File: config.mk
export PLATFORM = sky130hd
export DESIGN_NAME = sub_issue_stage_flat
export DESIGN_NICKNAME = d
export VERILOG_FILES = /design/src/rtl/sub_issue_stage_if.sv /design/src/rtl/sub_issue_stage.sv /design/src/flat_wrapper.sv
export SDC_FILE = /design/constraint.sdc
export NUM_CORES = 1
export LEC_CHECK = 0
export BUFFER_PORTS_ARGS = -buffer_cell sky130_fd_sc_hd__buf_2
export CORE_ASPECT_RATIO = 1.2
export CORE_MARGIN = 2
export CORE_UTILIZATION = 48
export DETAILED_ROUTE_END_ITERATION = 12
export GPL_TIMING_DRIVEN = 0
export PLACE_DENSITY = 0.76
export SLEW_MARGIN = 15
export SYNTH_ARGS = -nofsm -noshare
export SYNTH_HDL_FRONTEND = slang
export SYNTH_SLANG_ARGS = --single-unit
File: constraint.sdc
create_clock -name clk -period 4.6 [get_ports clk]
set_input_delay 0.69 -clock clk [delete_from_list [all_inputs] [get_ports clk]]
set_output_delay 0.69 -clock clk [all_outputs]
set_load 0.01 [all_outputs]
File: src/rtl/sub_issue_stage_if.sv
// -----------------------------------------------------------------------------
// sub_issue_stage_if
// Handshake bundle between the operand producer / result consumer and the
// subtractor issue stage.
//   in_valid/in_ready/in_a/in_b    : operand pair handshake (producer -> stage)
//   out_valid/out_ready            : result handshake (stage -> consumer)
//   out_diff/out_borrow/out_zero/out_ovf : FIFO head contents
// modport master : producer/consumer side (testbench or upstream logic)
// modport slave  : the issue stage itself
// -----------------------------------------------------------------------------
interface sub_issue_stage_if;
  logic       in_valid;
  logic       in_ready;
  logic [3:0] in_a;
  logic [3:0] in_b;
  logic       out_valid;
  logic       out_ready;
  logic [3:0] out_diff;
  logic       out_borrow;
  logic       out_zero;
  logic       out_ovf;

  modport master (
    output in_valid, in_a, in_b, out_ready,
    input  in_ready, out_valid, out_diff, out_borrow, out_zero, out_ovf
  );

  modport slave (
    input  in_valid, in_a, in_b, out_ready,
    output in_ready, out_valid, out_diff, out_borrow, out_zero, out_ovf
  );
endinterface

File: src/rtl/sub_issue_stage.sv
// -----------------------------------------------------------------------------
// sub_issue_stage
// Issues operand pairs to an external combinational 4-bit subtractor, holds
// them for one evaluation cycle, captures the difference, derives borrow /
// zero / overflow flags and queues the result in a 2-entry FIFO.
//   clk        : rising-edge clock
//   rst        : synchronous active-high reset
//   bus        : operand and result handshakes (slave side)
//   sub_bit1   : minuend driven to the subtractor
//   sub_bit2   : subtrahend driven to the subtractor
//   sub_answer : subtractor result; bit 4 is not used
//   ops_done   : results pushed into the FIFO, modulo 256
// -----------------------------------------------------------------------------
module sub_issue_stage (
  input  logic               clk,
  input  logic               rst,
  sub_issue_stage_if.slave   bus,
  output logic [3:0]         sub_bit1,
  output logic [3:0]         sub_bit2,
  input  logic [4:0]         sub_answer,
  output logic [7:0]         ops_done
);

  localparam logic [0:0] IDLE = 1'b0;
  localparam logic [0:0] EVAL = 1'b1;

  typedef struct packed {
    logic [3:0] diff;
    logic       borrow;
    logic       zero;
    logic       ovf;
  } entry_t;

  logic [0:0] state;
  logic [3:0] op_a;
  logic [3:0] op_b;
  entry_t     fifo_mem [2];
  logic       wr_ptr;
  logic       rd_ptr;
  logic [1:0] fifo_count;
  entry_t     new_entry;
  entry_t     head;
  logic       accept;
  logic       push;
  logic       pop;

  // The borrow-out is recomputed from the latched operands instead.
  logic unused_answer_msb;
  assign unused_answer_msb = sub_answer[4];

  // in_ready depends only on state and occupancy, never on in_valid, so the
  // producer can safely derive in_valid from in_ready without a loop.
  assign bus.in_ready  = !rst && (state == IDLE) && (fifo_count < 2'd2);
  assign accept        = bus.in_valid && bus.in_ready;
  assign push          = (state == EVAL);
  assign bus.out_valid = (fifo_count != 2'd0);
  assign pop           = bus.out_valid && bus.out_ready;

  assign sub_bit1 = op_a;
  assign sub_bit2 = op_b;

  // NOTE: every field gets a default first so no path through the block
  // leaves a value held, which would otherwise infer a latch.
  always_comb begin
    new_entry        = '0;
    new_entry.diff   = sub_answer[3:0];
    new_entry.borrow = (op_a < op_b);
    new_entry.zero   = (sub_answer[3:0] == 4'd0);
    // Signed overflow: operands of opposite sign and the result's sign
    // differs from the minuend's.
    new_entry.ovf    = (op_a[3] != op_b[3]) && (sub_answer[3] != op_a[3]);
  end

  assign head           = fifo_mem[rd_ptr];
  assign bus.out_diff   = head.diff;
  assign bus.out_borrow = head.borrow;
  assign bus.out_zero   = head.zero;
  assign bus.out_ovf    = head.ovf;

  // NOTE: state is updated with non-blocking assignments so every register
  // samples the pre-edge values, independent of statement order.
  always_ff @(posedge clk) begin
    if (rst) begin
      state      <= IDLE;
      op_a       <= 4'd0;
      op_b       <= 4'd0;
      wr_ptr     <= 1'b0;
      rd_ptr     <= 1'b0;
      fifo_count <= 2'd0;
      ops_done   <= 8'd0;
      // NOTE: the two storage entries are cleared because the head entry is
      // visible on the outputs and must read as zero straight out of reset.
      fifo_mem[0] <= '0;
      fifo_mem[1] <= '0;
    end else begin
      case (state)
        IDLE: begin
          if (accept) begin
            op_a  <= bus.in_a;
            op_b  <= bus.in_b;
            state <= EVAL;
          end
        end
        default: state <= IDLE;
      endcase

      // Accepts are gated on fifo_count < 2, so a push never finds it full.
      if (push) begin
        fifo_mem[wr_ptr] <= new_entry;
        wr_ptr           <= ~wr_ptr;
        ops_done         <= ops_done + 8'd1;
      end

      if (pop) begin
        rd_ptr <= ~rd_ptr;
      end

      case ({push, pop})
        2'b10:   fifo_count <= fifo_count + 2'd1;
        2'b01:   fifo_count <= fifo_count - 2'd1;
        default: fifo_count <= fifo_count;
      endcase
    end
  end

endmodule

File: src/flat_wrapper.sv
// flat-port wrapper written by rule: the top's interface ports become plain ports
module sub_issue_stage_flat 
  (clk, rst, sub_bit1, sub_bit2, sub_answer, ops_done, bus_in_valid, bus_in_a, bus_in_b, bus_out_ready, bus_in_ready, bus_out_valid, bus_out_diff, bus_out_borrow, bus_out_zero, bus_out_ovf);
  sub_issue_stage_if bus_i ();
  input  logic clk;
  input  logic rst;
  output logic [3:0] sub_bit1;
  output logic [3:0] sub_bit2;
  input  logic [4:0] sub_answer;
  output logic [7:0] ops_done;
  input wire logic [$bits(bus_i.in_valid)-1:0] bus_in_valid;
  input wire logic [$bits(bus_i.in_a)-1:0] bus_in_a;
  input wire logic [$bits(bus_i.in_b)-1:0] bus_in_b;
  input wire logic [$bits(bus_i.out_ready)-1:0] bus_out_ready;
  output wire logic [$bits(bus_i.in_ready)-1:0] bus_in_ready;
  output wire logic [$bits(bus_i.out_valid)-1:0] bus_out_valid;
  output wire logic [$bits(bus_i.out_diff)-1:0] bus_out_diff;
  output wire logic [$bits(bus_i.out_borrow)-1:0] bus_out_borrow;
  output wire logic [$bits(bus_i.out_zero)-1:0] bus_out_zero;
  output wire logic [$bits(bus_i.out_ovf)-1:0] bus_out_ovf;
  assign bus_i.in_valid = bus_in_valid;
  assign bus_i.in_a = bus_in_a;
  assign bus_i.in_b = bus_in_b;
  assign bus_i.out_ready = bus_out_ready;
  assign bus_in_ready = bus_i.in_ready;
  assign bus_out_valid = bus_i.out_valid;
  assign bus_out_diff = bus_i.out_diff;
  assign bus_out_borrow = bus_i.out_borrow;
  assign bus_out_zero = bus_i.out_zero;
  assign bus_out_ovf = bus_i.out_ovf;
  sub_issue_stage u_core (.clk(clk), .rst(rst), .bus(bus_i), .sub_bit1(sub_bit1), .sub_bit2(sub_bit2), .sub_answer(sub_answer), .ops_done(ops_done));
endmodule
==> reports/metrics.cfg <==
[run_status]
outcome=finished clean

[floorplan]
start_util=0.4897
die_area_um2=3828
core-area_um2=3281
rows=23
ios=42
die_h_um=67.38
die_x_um=56.81

[placement]
dp.cells=226
post-dp-hpwl_mm=2.425
place.gp.congestion=0.8469
io_buffers=40
post-place-ws_ps=2132

[final_layout]
final_cell_mix=buf_2, dfxtp_1, edfxtp_1, nor2_1, nand2_1
stdcell_count=234
nets=218
final_common_cell=buf_2
area_growth_syn_to_layout_pct=22.27
antennaDiodeCount=0
drive_above_1_share=0.3401
num-fill-cells=294

[setup_path]
setup.worst_path.start_class=primary input
r2r-end=u_core.fifo_mem[0][2]
r2r_slack_ps=2990
worstPathMaxFanout=10
worst_setup_path_end_kind=primary output
crit_type=in2out
r2r_start=u_core.push
r2r_cells=3
cp.required_ps=3910
crit_arrival_ps=1780

[logic_synthesis]
yosysSeqAreaShare=0.5358
synth_area_um2=1607
postSynthNetCount=171
synth_flop_cell=dfxtp_1
synth_edf_count=14
synth_cells=149
ys_types=35
ys_seq_elements=36
synth_top_area_frac=0.2741
async_reset_ff_frac=0
yosys_warnings=0
yosysTopAreaCell=dfxtp_1
synthTopCellsByArea=dfxtp_1, edfxtp_1, mux2_2
syn_area_per_cell_um2=10.78

[timing]
clock_skew_ps=6.332
finalSetupViolations=0
fin_setup_tns_ps=0
tightest_slew_ps=651.5
relSlewSlack=0.5648
period_share=0.5372
hold_violations=0
maxSlewViolCount=0
fin_crit_ps=2471
max_freq_mhz=404.7
rsz0062_at_grt=no
setup_ws_ps=2129

[clock_tree]
cts_tree=done
cts_buffer_depth=2
htreeDepth=2
postCtsResizedCells=0
clock-sinks=36
cts.clk_slew.worst_paths_ps=70
post-cts-setup-buffers=0
numCtsBuffers=5
hold_buffers=0
cts_root_buf=clkbuf_8
clk_latency_ps=280

[detailed_routing]
via_count=1201
postRouteWirelength_mm=3.135
first_pass_iters=4
ant_nets=0
via_per_inst=5.132
drtIter0Drc=25
wl_per_cell_um=13.40
drc=0

[power]
p_sw_w=0.0002270
p_per_area_nw_per_um2=429.4
p_int_w=0.0006165
p_sw_frac=0.2692
p_leak_nw=0.8220
power_frac_clock=0.322
p_comb_frac=0.222
ir_drop_uv=442.5
total_power_w=0.0008435
seqPwrFrac=0.456

[global_route]
grt_max_degree=13
antenna_found_initial=0
first_global_vias=1194
grt_usage=0.1786
grt.overflow.total=0
grt_first_pass_wirelength_mm=5.161

[job]
drv_cap=0

[hold_path]
worstHoldEndpoint=u_core.sub_bit1[0]
min_path_type=reg2reg
hold_path_depth=2
worstHoldStart=u_core.sub_bit1[0]

==> per-layer routing <==
layer	share of wire	up-vias	global-route usage	wire length, um
met2	0.55	32	0.3401	1725
met1	0.38	558	0.1862	1201
met3	0.056	4	0.04406	174
li1	-	607	-	-
met4	0.011	0	0.07849	33
met5	0	-	0	0
==> critical path, stage by stage <==
cell,delay (ps)
buf_2,90
clkbuf_1,300
clkbuf_1,440
nor3_1,100
buf_2,160
==> per-stage QoR <==
| stage | area, um2 | hold slack, ps | util |
|---|---|---|---|
| after global routing | 1964 | 505.3 | 0.5988 |
| final | 1964 | 477.1 | 0.5988 |
| after floorplan | 1607 | 481.0 | - |
| after CTS | 1964 | 475.0 | 0.5988 |
| after global placement | 1853 | 453.7 | 0.5648 |
| after detailed placement | 1853 | 464.8 | 0.5648 |
==> power by group through the flow <==
stage,Clock (W),Sequential (W),Combinational [W]
2_1_floorplan,0,0.000391,0.000129
3_3_place_gp,0,0.000390,0.000181
3_5_place_dp,0,0.000392,0.000190
4_1_cts,0.000276,0.000385,0.000191
5_1_grt,0.000291,0.000389,0.000208
6_report,0.000272,0.000384,0.000188
==> layout make-up <==
type | instances | area [um2] | share of cell area
clock inverter | 3 | 42.54 | 0.02166
buffer | 7 | 51.30 | 0.02611
clock buffer | 5 | 68.82 | 0.03503
sequential | 36 | 860.8 | 0.4382
inverter | 5 | 23.77 | 0.01210
timing repair buffer | 40 | 200.2 | 0.1019
multi-input combinational | 101 | 670.6 | 0.3414
tap | 37 | 46.29 | 0.02357
==> how the worst max path moves through the flow <==
| stage | startpoint | end | slack, ps | depth (start not counted) |
|---|---|---|---|---|
| 4_1_cts | rst | bus_in_ready | 2120 | 5 |
| 6_report | rst | bus_in_ready | 2130 | 5 |
| 3_3_place_gp | rst | bus_in_ready | 2140 | 5 |
| 5_1_grt | rst | bus_in_ready | 1990 | 5 |
| 3_5_place_dp | rst | bus_in_ready | 2130 | 5 |
| 2_1_floorplan | rst | bus_in_ready | 2520 | 3 |
==> sequential cells by signal, indices dropped and copies added (netlist names), named ones only <==
register           flops
u_core.wr_ptr          1
u_core.sub_bit2        4
u_core.fifo_count      2
u_core.push            1
u_core.rd_ptr          1
u_core.sub_bit1        4
u_core.ops_done        8
u_core.fifo_mem       14
==> Yosys cell counts, types with 2 or more instances <==
cell type and count:
a21oi_1 8, a21oi_2 3, and2_1 8, clkbuf_1 3
dfxtp_1 22, edfxtp_1 14, ha_1 5, inv_1 4
mux2_2 7, nand2_1 12, nand2_2 3, nand2b_1 4
nand3_1 2, nand4_1 3, nor2_1 13, nor3_1 2
o21ai_0 5, o31ai_1 3, or3_1 5, xnor2_1 4
xor2_1 5
==> kinds of logic after synthesis <==
family,share of synthesized area
buffers and inverters,0.04672
adder cells (fa/ha/maj),0.03894
AO/OA/AOI/OAI,0.08723
multiplexers,0.05530
XOR/XNOR,0.04906
AND/OR/NAND/NOR,0.1869
flip-flops,0.5358
No activity file was read; power rests on OpenSTA's default activity.
